`src/rtl/id_stage_buffered_pkg.sv`:
```
// Shared opcode map, opcode-class helpers and the default-width decoded packet layout.
package id_pkg;

  localparam int OPC_FN_W = 8;

  localparam logic [4:0] OP_MOV            = 5'd0;
  localparam logic [4:0] OP_ADD            = 5'd1;
  localparam logic [4:0] OP_SUB            = 5'd2;
  localparam logic [4:0] OP_AND            = 5'd3;
  localparam logic [4:0] OP_OR             = 5'd4;
  localparam logic [4:0] OP_NOT            = 5'd5;
  localparam logic [4:0] OP_CMP            = 5'd6;
  localparam logic [4:0] OP_MULT           = 5'd7;
  localparam logic [4:0] OP_DIV            = 5'd8;
  localparam logic [4:0] OP_OB_CHECK       = 5'd9;
  localparam logic [4:0] OP_VELOCITY_GUARD = 5'd10;
  localparam logic [4:0] OP_MOVE_LEFT      = 5'd11;
  localparam logic [4:0] OP_MOVE_RIGHT     = 5'd12;
  localparam logic [4:0] OP_STOP           = 5'd13;
  localparam logic [4:0] OP_CONTINUE       = 5'd14;

  // Helpers take a zero-extended opcode so any OPC_W up to OPC_FN_W decodes correctly.
  function automatic logic is_alu(input logic [OPC_FN_W-1:0] opc);
    return opc <= OPC_FN_W'(OP_VELOCITY_GUARD);
  endfunction

  function automatic logic is_motion(input logic [OPC_FN_W-1:0] opc);
    return (opc >= OPC_FN_W'(OP_MOVE_LEFT)) && (opc <= OPC_FN_W'(OP_CONTINUE));
  endfunction

  function automatic logic is_writer(input logic [OPC_FN_W-1:0] opc);
    return (opc <= OPC_FN_W'(OP_DIV)) && (opc != OPC_FN_W'(OP_CMP));
  endfunction

  typedef struct packed {
    logic [15:0] op_b;
    logic [15:0] op_a;
    logic [4:0]  opcode;
    logic [3:0]  rd;
  } id_pkt_t;

endpackage

```
`src/rtl/id_stage_buffered_out_fifo.sv`:
```
// DEPTH-entry synchronous output FIFO; flush empties it and overrides a same-cycle pop.
module id_out_fifo #(
  parameter int W     = 41,
  parameter int DEPTH = 2
) (
  input  logic                       clk,
  input  logic                       reset,
  input  logic                       push_i,
  input  logic [W-1:0]               din_i,
  input  logic                       pop_i,
  input  logic                       flush_i,
  output logic [W-1:0]               dout_o,
  output logic [$clog2(DEPTH+1)-1:0] count_o
);
  localparam int PTR_W = $clog2(DEPTH);
  localparam int CNT_W = $clog2(DEPTH+1);

  logic [DEPTH-1:0][W-1:0] mem_q;
  logic [PTR_W-1:0]        wr_q, rd_q;
  logic [CNT_W-1:0]        cnt_q, cnt_d;

  always_comb begin
    cnt_d = cnt_q + CNT_W'(push_i) - CNT_W'(pop_i);
    if (flush_i) cnt_d = '0;
  end

  // DEPTH is a power of two, so pointers wrap by natural overflow.
  always_ff @(posedge clk or posedge reset) begin
    if (reset) begin
      mem_q <= '0;
      wr_q  <= '0;
      rd_q  <= '0;
      cnt_q <= '0;
    end else begin
      cnt_q <= cnt_d;
      if (flush_i) begin
        wr_q <= '0;
        rd_q <= '0;
      end else begin
        if (push_i) begin
          mem_q[wr_q] <= din_i;
          wr_q        <= wr_q + 1'b1;
        end
        if (pop_i) rd_q <= rd_q + 1'b1;
      end
    end
  end

  assign dout_o  = (cnt_q != '0) ? mem_q[rd_q] : '0;
  assign count_o = cnt_q;

endmodule

```
`src/rtl/id_stage_buffered.sv`:
```
// Buffered decode stage: field split, regfile operand capture, output queue, illegal-op pulse.
// Optional RAW interlock scoreboard enabled by defining ID_SCOREBOARD_EN.
module id_stage_buffered import id_pkg::*; #(
  parameter int INSTR_W = 32,
  parameter int OPC_W   = 5,
  parameter int RA_W    = 4,
  parameter int DATA_W  = 16,
  parameter int DEPTH   = 2
) (
  input  logic                           clk,
  input  logic                           reset,
  input  logic                           flush,
  input  logic [INSTR_W-1:0]             in_instr,
  input  logic                           in_req,
  output logic                           in_ack,
  output logic [RA_W-1:0]                rsone,
  output logic [RA_W-1:0]                rstwo,
  input  logic [DATA_W-1:0]              reg_out_A,
  input  logic [DATA_W-1:0]              reg_out_B,
  output logic [2*DATA_W+OPC_W+RA_W-1:0] out_data,
  output logic                           out_req,
  input  logic                           out_ack,
  input  logic                           wb_valid,
  input  logic [RA_W-1:0]                wb_rd,
  output logic                           illegal_op,
  output logic [$clog2(DEPTH+1)-1:0]     occupancy
);
  localparam int PKT_W = 2*DATA_W + OPC_W + RA_W;
  localparam int CNT_W = $clog2(DEPTH+1);

  logic [OPC_W-1:0]    opc;
  logic [OPC_FN_W-1:0] opc_x;
  logic [RA_W-1:0]     rd, rs1, rs2;
  logic                alu, motion, writer, legal;
  logic                full, hazard, accept, push, pop;
  logic [DATA_W-1:0]   op_a, op_b;
  logic [PKT_W-1:0]    pkt;
  logic                illegal_q;
  logic                unused_lo;

  assign opc    = in_instr[INSTR_W-1 -: OPC_W];
  assign rd     = in_instr[INSTR_W-OPC_W-1 -: RA_W];
  assign rs1    = in_instr[INSTR_W-OPC_W-RA_W-1 -: RA_W];
  assign rs2    = in_instr[INSTR_W-OPC_W-2*RA_W-1 -: RA_W];
  assign unused_lo = ^in_instr[INSTR_W-OPC_W-3*RA_W-1:0];
  assign rsone  = rs1;
  assign rstwo  = rs2;

  assign opc_x  = OPC_FN_W'(opc);
  assign alu    = is_alu(opc_x);
  assign motion = is_motion(opc_x);
  assign writer = is_writer(opc_x);
  assign legal  = alu | motion;

  // in_ack looks only at registered occupancy, never at out_ack.
  assign full   = (occupancy == CNT_W'(DEPTH));
  assign in_ack = !full && !flush && !hazard;
  assign accept = in_req && in_ack;
  assign push   = accept && legal;
  assign pop    = out_req && out_ack;

  assign op_a = alu ? reg_out_A : '0;
  assign op_b = alu ? reg_out_B : '0;
  assign pkt  = {op_b, op_a, opc, rd};

`ifdef ID_SCOREBOARD_EN
  logic [2**RA_W-1:0] pend_q, pend_d;

  always_comb begin
    pend_d = pend_q;
    if (wb_valid) pend_d[wb_rd] = 1'b0;
    if (accept && writer) pend_d[rd] = 1'b1;
    if (flush) pend_d = '0;
  end

  always_ff @(posedge clk or posedge reset) begin
    if (reset) pend_q <= '0;
    else       pend_q <= pend_d;
  end

  assign hazard = (alu && (pend_q[rs1] || pend_q[rs2])) || (writer && pend_q[rd]);
`else
  logic unused_wb;
  assign unused_wb = wb_valid ^ (^wb_rd) ^ writer;
  assign hazard    = 1'b0;
`endif

  always_ff @(posedge clk or posedge reset) begin
    if (reset) illegal_q <= 1'b0;
    else       illegal_q <= accept && !legal;
  end
  assign illegal_op = illegal_q;

  id_out_fifo #(.W(PKT_W), .DEPTH(DEPTH)) u_fifo (
    .clk     (clk),
    .reset   (reset),
    .push_i  (push),
    .din_i   (pkt),
    .pop_i   (pop),
    .flush_i (flush),
    .dout_o  (out_data),
    .count_o (occupancy)
  );

  assign out_req = (occupancy != '0);

endmodule

```
`config.mk`:
```
export PLATFORM = sky130hd
export DESIGN_NAME = id_stage_buffered
export DESIGN_NICKNAME = d
export VERILOG_FILES = /design/src/rtl/id_stage_buffered_pkg.sv /design/src/rtl/id_stage_buffered_out_fifo.sv /design/src/rtl/id_stage_buffered.sv
export SDC_FILE = /design/constraint.sdc
export NUM_CORES = 1
export LEC_CHECK = 0
export ABC_AREA = 0
export CAP_MARGIN = 25
export CORE_MARGIN = 1.5
export CORE_UTILIZATION = 43
export CTS_BUF_LIST = sky130_fd_sc_hd__clkbuf_8
export DETAILED_ROUTE_END_ITERATION = 8
export PLACE_DENSITY_LB_ADDON = 0.2
export SLEW_MARGIN = 5
export SYNTH_ARGS = -nofsm -noshare
export SYNTH_HDL_FRONTEND = slang
export SYNTH_HIERARCHICAL = 1
export SYNTH_SLANG_ARGS = --single-unit
```
`constraint.sdc`:
```
create_clock -name clk -period 3.3 [get_ports clk]
set_clock_uncertainty 0.15 [all_clocks]
set_input_delay 0.66 -clock clk [delete_from_list [all_inputs] [get_ports clk]]
set_output_delay 0.66 -clock clk [all_outputs]
set_load 0.005 [all_outputs]
```
=== Word level (Yosys, flattened, before mapping) ===
Index checks and enable logic that the tools add are counted.

* Bits in registers: 87
* Input port bits: 74
* Output and inout bits: 54
* Word-level logic and storage cells: 46

* $add $sub $neg: 4
* Magnitude comparators: 6
* Eq/ne operators: 1
* Multiplexer cells: 13
* Bitwise logic cells: 2
* Reduce and logical (&&, ||, !) cells: 14

{| class="wikitable"
|+ Operators with widths
! cell !! count
|-
| $mux W41 || 4
|-
| $bwmux W82 || 1
|-
| $demux W41 S1 || 1
|-
| $mux W16 || 2
|-
| $le A5 B4 Y1 const B || 2
|-
| $logic_and A1 B1 Y1 || 7
|-
| $reduce_bool A2 Y1 || 3
|-
| $ge A5 B4 Y1 const B || 1
|-
| $lt A1 B2 Y1 const B || 2
|-
| $mux W1 || 4
|-
| $logic_not A1 Y1 || 3
|-
| $add A1 B1 Y1 const B || 2
|-
| $add A2 B1 Y2 || 1
|-
| $eq A2 B2 Y1 const B || 1
|-
| $mux W2 || 1
|-
| $reduce_and A2 Y1 || 1
|-
| $sub A2 B1 Y2 || 1
|-
| $ge A1 B1 Y1 const B || 1
|-
| $not A1 Y1 || 1
|-
| $or A1 B1 Y1 || 1
|}

=== Logic depth before layout (Yosys ltp) ===
* Depth after elaboration: 8
* Mapped depth: 7
* Mapped depth without buffers: 7

=== Cells and area by module ===
Netlist, hierarchy kept.

{| class="wikitable"
|+ Modules (own cells, without submodules)
! module !! times used !! cells an instance !! area each (µm²) !! sequential area each (µm²)
|-
| id_out_fifo || 1 || 282 || 3,910.0 || 2,152.1
|-
| id_stage_buffered || 1 || 92 || 700.7 || 25.0
|}

=== Least setup slack after synthesis ===
Ideal clock, no wire load.

* Kind: input to register
* Start point: input in_instr[30]
* End point: register u_fifo/mem_q[29] in the netlist's numbering
* Setup time: 125 ps
* Arrival time: 2,280 ps
* Data required time: 3,025 ps
* Setup slack: 746 ps
* Stages: 6
* Path buffers: 2
* Path through: buf_6 a41o_1 nor4b_2 nor3b_4 buf_6 mux2_2

* Longest elaborated chain between the ends: 5
* Elaborated cells between the ends (all ways): 9
* Classes of those cells: 3 x order compare; 2 x mux; 1 x bitwise; 3 x reduce/logical

{| class="wikitable"
|+ Ends and longest elaborated chain
! what !! RTL line !! text
|-
| start: declaration || id_stage_buffered.sv:13 || <nowiki>input logic [INSTR_W-1:0] in_instr,</nowiki>
|-
| $ge A5 B4 Y1 / $le A5 B4 Y1 (equally long branches) || id_stage_buffered_pkg.sv:28 || <nowiki>return (opc >= OPC_FN_W'(OP_MOVE_LEFT)) && (opc <= OPC_FN_W'(OP_CONTINUE));</nowiki>
|-
| $logic_and A1 B1 Y1 || id_stage_buffered_pkg.sv:28 ||
|-
| $or A1 B1 Y1 * || id_stage_buffered.sv:53 || <nowiki>assign legal = alu | motion;</nowiki>
|-
| $logic_and A1 B1 Y1 * || id_stage_buffered.sv:59 || <nowiki>assign push = accept && legal;</nowiki>
|-
| net push || id_stage_buffered.sv:35 || <nowiki>logic full, hazard, accept, push, pop;</nowiki>
|-
| $reduce_and A2 Y1 (no source line) * || n/a ||
|-
| end signal: indexed assignment || id_stage_buffered_out_fifo.sv:41 || <nowiki>mem_q[wr_q] <= din_i;</nowiki>
|-
| end: declaration || id_stage_buffered_out_fifo.sv:18 || <nowiki>logic [DEPTH-1:0][W-1:0] mem_q;</nowiki>
|}

Mark *: on every way through the listed nets, which the timed path passes. The rest lies on a longest branch.
A chain may end at the register's enable or synchronous reset.

=== Final worst setup path ===
* Start point: register u_fifo.cnt_q[0], in the netlist u_fifo/count_o[0]
* End point: output out_data[40]

* Longest elaborated chain between the ends: 2

{| class="wikitable"
|+ Ends and longest elaborated chain
! what !! RTL line !! text
|-
| start: declaration || id_stage_buffered_out_fifo.sv:20 || <nowiki>logic [CNT_W-1:0] cnt_q, cnt_d;</nowiki>
|-
| start signal: assignment || id_stage_buffered_out_fifo.sv:35 || <nowiki>cnt_q <= cnt_d;</nowiki>
|-
| $reduce_bool A2 Y1 || id_stage_buffered_out_fifo.sv:49 || <nowiki>assign dout_o = (cnt_q != '0) ? mem_q[rd_q] : '0;</nowiki>
|-
| $mux W41 || id_stage_buffered_out_fifo.sv:49 ||
|-
| end: declaration || id_stage_buffered.sv:20 || <nowiki>output logic [2*DATA_W+OPC_W+RA_W-1:0] out_data,</nowiki>
|}

No other way between the ends.

==> flow_summary.toml <==
[power_and_ir_drop]
clockPowerShare = 0.222
ir_worst_vdd_v = 0.0002674
power_frac_comb = 0.347
swShare = 0.2979
power_frac_seq = 0.431
p_int_mw = 2.261
finalPower_mw = 3.221
power.density_mw_per_mm2 = 558.1
leakagePower_nw = 2.483
switchingPower_mw = 0.9594

[global_route]
grt_max_degree = 87
grt.met1_usage = 0.2294
top_usage_layer = "met2"
overflow = 0
track_usage = 0.1844
antenna_found_initial = 0
grt_pass1_vias = 3254
met2_usage = 0.3157
global_route.usage.met3 = 0.03740
grt_pass1_wl_um = 15970

[critical_path]
path_cells = "nor2_4 > buf_12 > nor2_1 > clkdlybuf4s50_1"
critPathRequiredTime_ps = 2490
cp_slowest_cell = "dfrtp_1"
cp.arrival_ps = 1990
slowest_delay_ps = 450
start_kind = "flop"
cp_max_fo = 28
endpoint_kind = "output pin"
path_class = "flop to output pin"

[synthesis]
yosysMostFrequentCell = "dfrtp_1"
synth-compound-area-share = 0.06296
syn_inst = 374
synth_area_leaders = "dfrtp_1 (47%), mux2_2 (19%), mux2i_1 (8.9%)"
synthMuxAreaShare = 0.2893
yosysTopAreaCell = "dfrtp_1"
synthAdderAreaFrac = 0.005427
mappedNetlistArea_mm2 = 0.004611
synth_edf_count = 0
async_reset_ff_frac = 1.000
ys.flop_type = "dfrtp_1"
synth_top_area_share = 0.4722
ys_ff_latch = 87
synth-xor-area-share = 0.008684
ys_types = 27
ys_seq_area_frac = 0.4722
postSynthAreaPerCell_um2 = 12.33
synth_top_family_by_area = "multiplexers"
synthSimpleGateAreaFrac = 0.09932
syn-num-nets = 450
synth_common_cells = "dfrtp_1 (87), mux2_2 (79), nor2_1 (46)"
yosys_warnings = 6

[layout]
finalNetCount = 529
final_layout_size_suffix_gt1_frac = 0.3122
area_growth_pct = 25.16
n_antenna_cell = 0
num-fill-cells = 935

[sta]
slew_viol_final = 0
tightestPinTransition_ps = 588.9
setup_viol = 0
period_needed_ps = 2801
setup_tns_ps = 0
hold_viol = 0
period_share = 0.8487
max-slew-margin-rel = 0.6074
max_freq_mhz = 357.1
rsz0062_at_grt = "no"

[detailed_routing]
via_per_inst = 5.059
totalWireLength_um = 9687
num_vias = 3005
dr.pass1.iters = 4
detail-route-antenna-nets = 0
drt_iter0_markers = 65
drc_errors = 0
wl_per_cell_um = 16.31

[cts]
cts.reportedPaths.clkPinSlew_ps = 80
cts-root-buf = "clkbuf_8"
max-clock-path-buffers = 2
htree_levels = 3
cts_setup_buffers = 0
insertion_delay_ps = 350
cts_sinks = 87
cts-resized-gates = 0
cts_hold_buf = 0
cts-buffers-inserted = 9
tritoncts = "built"

[place]
gp_congestion = 0.7131
port_buffers = 91
hpwl_um = 6209

[die]
die_x_um = 106.6
dieArea_mm2 = 0.01135
fp.coreArea_mm2 = 0.01037
initial_core_util = 0.4446
rows = 37
die_y_um = 106.6
io_pins = 128

[run]
cap_violations = 0

[outcome]
run_status = "completed"

[worst_hold_path]
hp-class = "primary input to async pin"
## critical path: cells and delay by family, from the launching register on
family | cells | cell delay (ps)
buf+inv | 2 | 700
flops | 1 | 450
simple gates | 2 | 480
## per-layer routing
metal | part of all wire | wire [um]
met3 | 0.042 | 411
met2 | 0.50 | 4830
met4 | 0.013 | 126
met5 | 0 | 0
met1 | 0.45 | 4320
## logic make-up after synthesis
family / count (synthesis)
flops: 87
compound gates: 34
xor+xnor: 3
simple gates: 86
fa+ha+maj: 2
buf+inv: 39
mux: 123
## per-stage QoR
step | utilization | hold slack [ps] | area, um^2 | worst slack [ps] | std cells
finish | 0.5565 | 340.5 | 5771 | 499.3 | 594
global route | 0.5565 | 341.5 | 5771 | 361.9 | 594
CTS | 0.5565 | 319.8 | 5771 | 455.2 | 594
detailed placement | 0.5380 | 332.2 | 5579 | 317.3 | 578
global placement | 0.5380 | 319.0 | 5579 | 365.4 | 578
floorplan | - | 238.7 | 4611 | 268.2 | 374
## power by group through the flow
stage | clock network (mW) | logic [mW] | registers [mW]
after floorplan | 0 | 0.685 | 1.36
after global placement | 0 | 1.12 | 1.40
after detailed placement | 0 | 1.13 | 1.41
after CTS | 0.741 | 1.14 | 1.39
after global routing | 0.791 | 1.22 | 1.42
final | 0.716 | 1.12 | 1.39
## cell type report
class	instances	area (um^2)	area share
flip-flops and latches	87	2178	0.3775
multi-input cells	248	2156	0.3736
repair buffers	103	1059	0.1834
well taps	136	170.2	0.02949
clock buffers	10	137.6	0.02385
clock inverters	6	53.80	0.009324
inverters	4	16.27	0.002819
## cell usage in the layout (no fill, tap or decap), types with 2 or more instances in the layout
master | netlist | final
a21oi_2 | 30 | 30
mux2_1 | 3 | 3
inv_1 | 4 | 6
dfrtp_1 | 87 | 86
ha_1 | 2 | 2
mux2_2 | 79 | 79
a21oi_1 | 2 | 2
clkinv_2 | 0 | 2
buf_12 | 0 | 5
nor2_1 | 46 | 45
clkdlybuf4s50_1 | 0 | 90
buf_4 | 8 | 7
xnor2_1 | 2 | 2
mux2i_1 | 41 | 41
nand2b_1 | 32 | 32
clkbuf_8 | 4 | 10
## registers in the layout (all words and copies together), names as in the netlist
signal,count
u_fifo/rd_q,1
u_fifo/wr_q,1
u_fifo/count_o,2
u_fifo/mem_q,82
illegal_op,1
## path summary, 6_finish.rpt
kind / end / slack [ps] / startpoint / depth (start not counted)
worst max-delay path: out_data[40] / 500 / u_fifo/count_o[0]$_DFF_PP0_ / 4
worst min-delay path: illegal_op$_DFF_PP0_ / 340 / reset / 2
worst min register to register: u_fifo/mem_q[36]$_DFFE_PP0P_ / 350 / u_fifo/mem_q[36]$_DFFE_PP0P_ / 1
max in group asynchronous: u_fifo/rd_q$_DFFE_PP0P_ / 2050 / reset / 3
min in group clk: u_fifo/mem_q[36]$_DFFE_PP0P_ / 350 / u_fifo/mem_q[36]$_DFFE_PP0P_ / 1
worst max register to register: u_fifo/mem_q[23]$_DFFE_PP0P_ / 1100 / u_fifo/count_o[1]$_DFF_PP0_ / 5
Power figures use the tool's default switching activity.
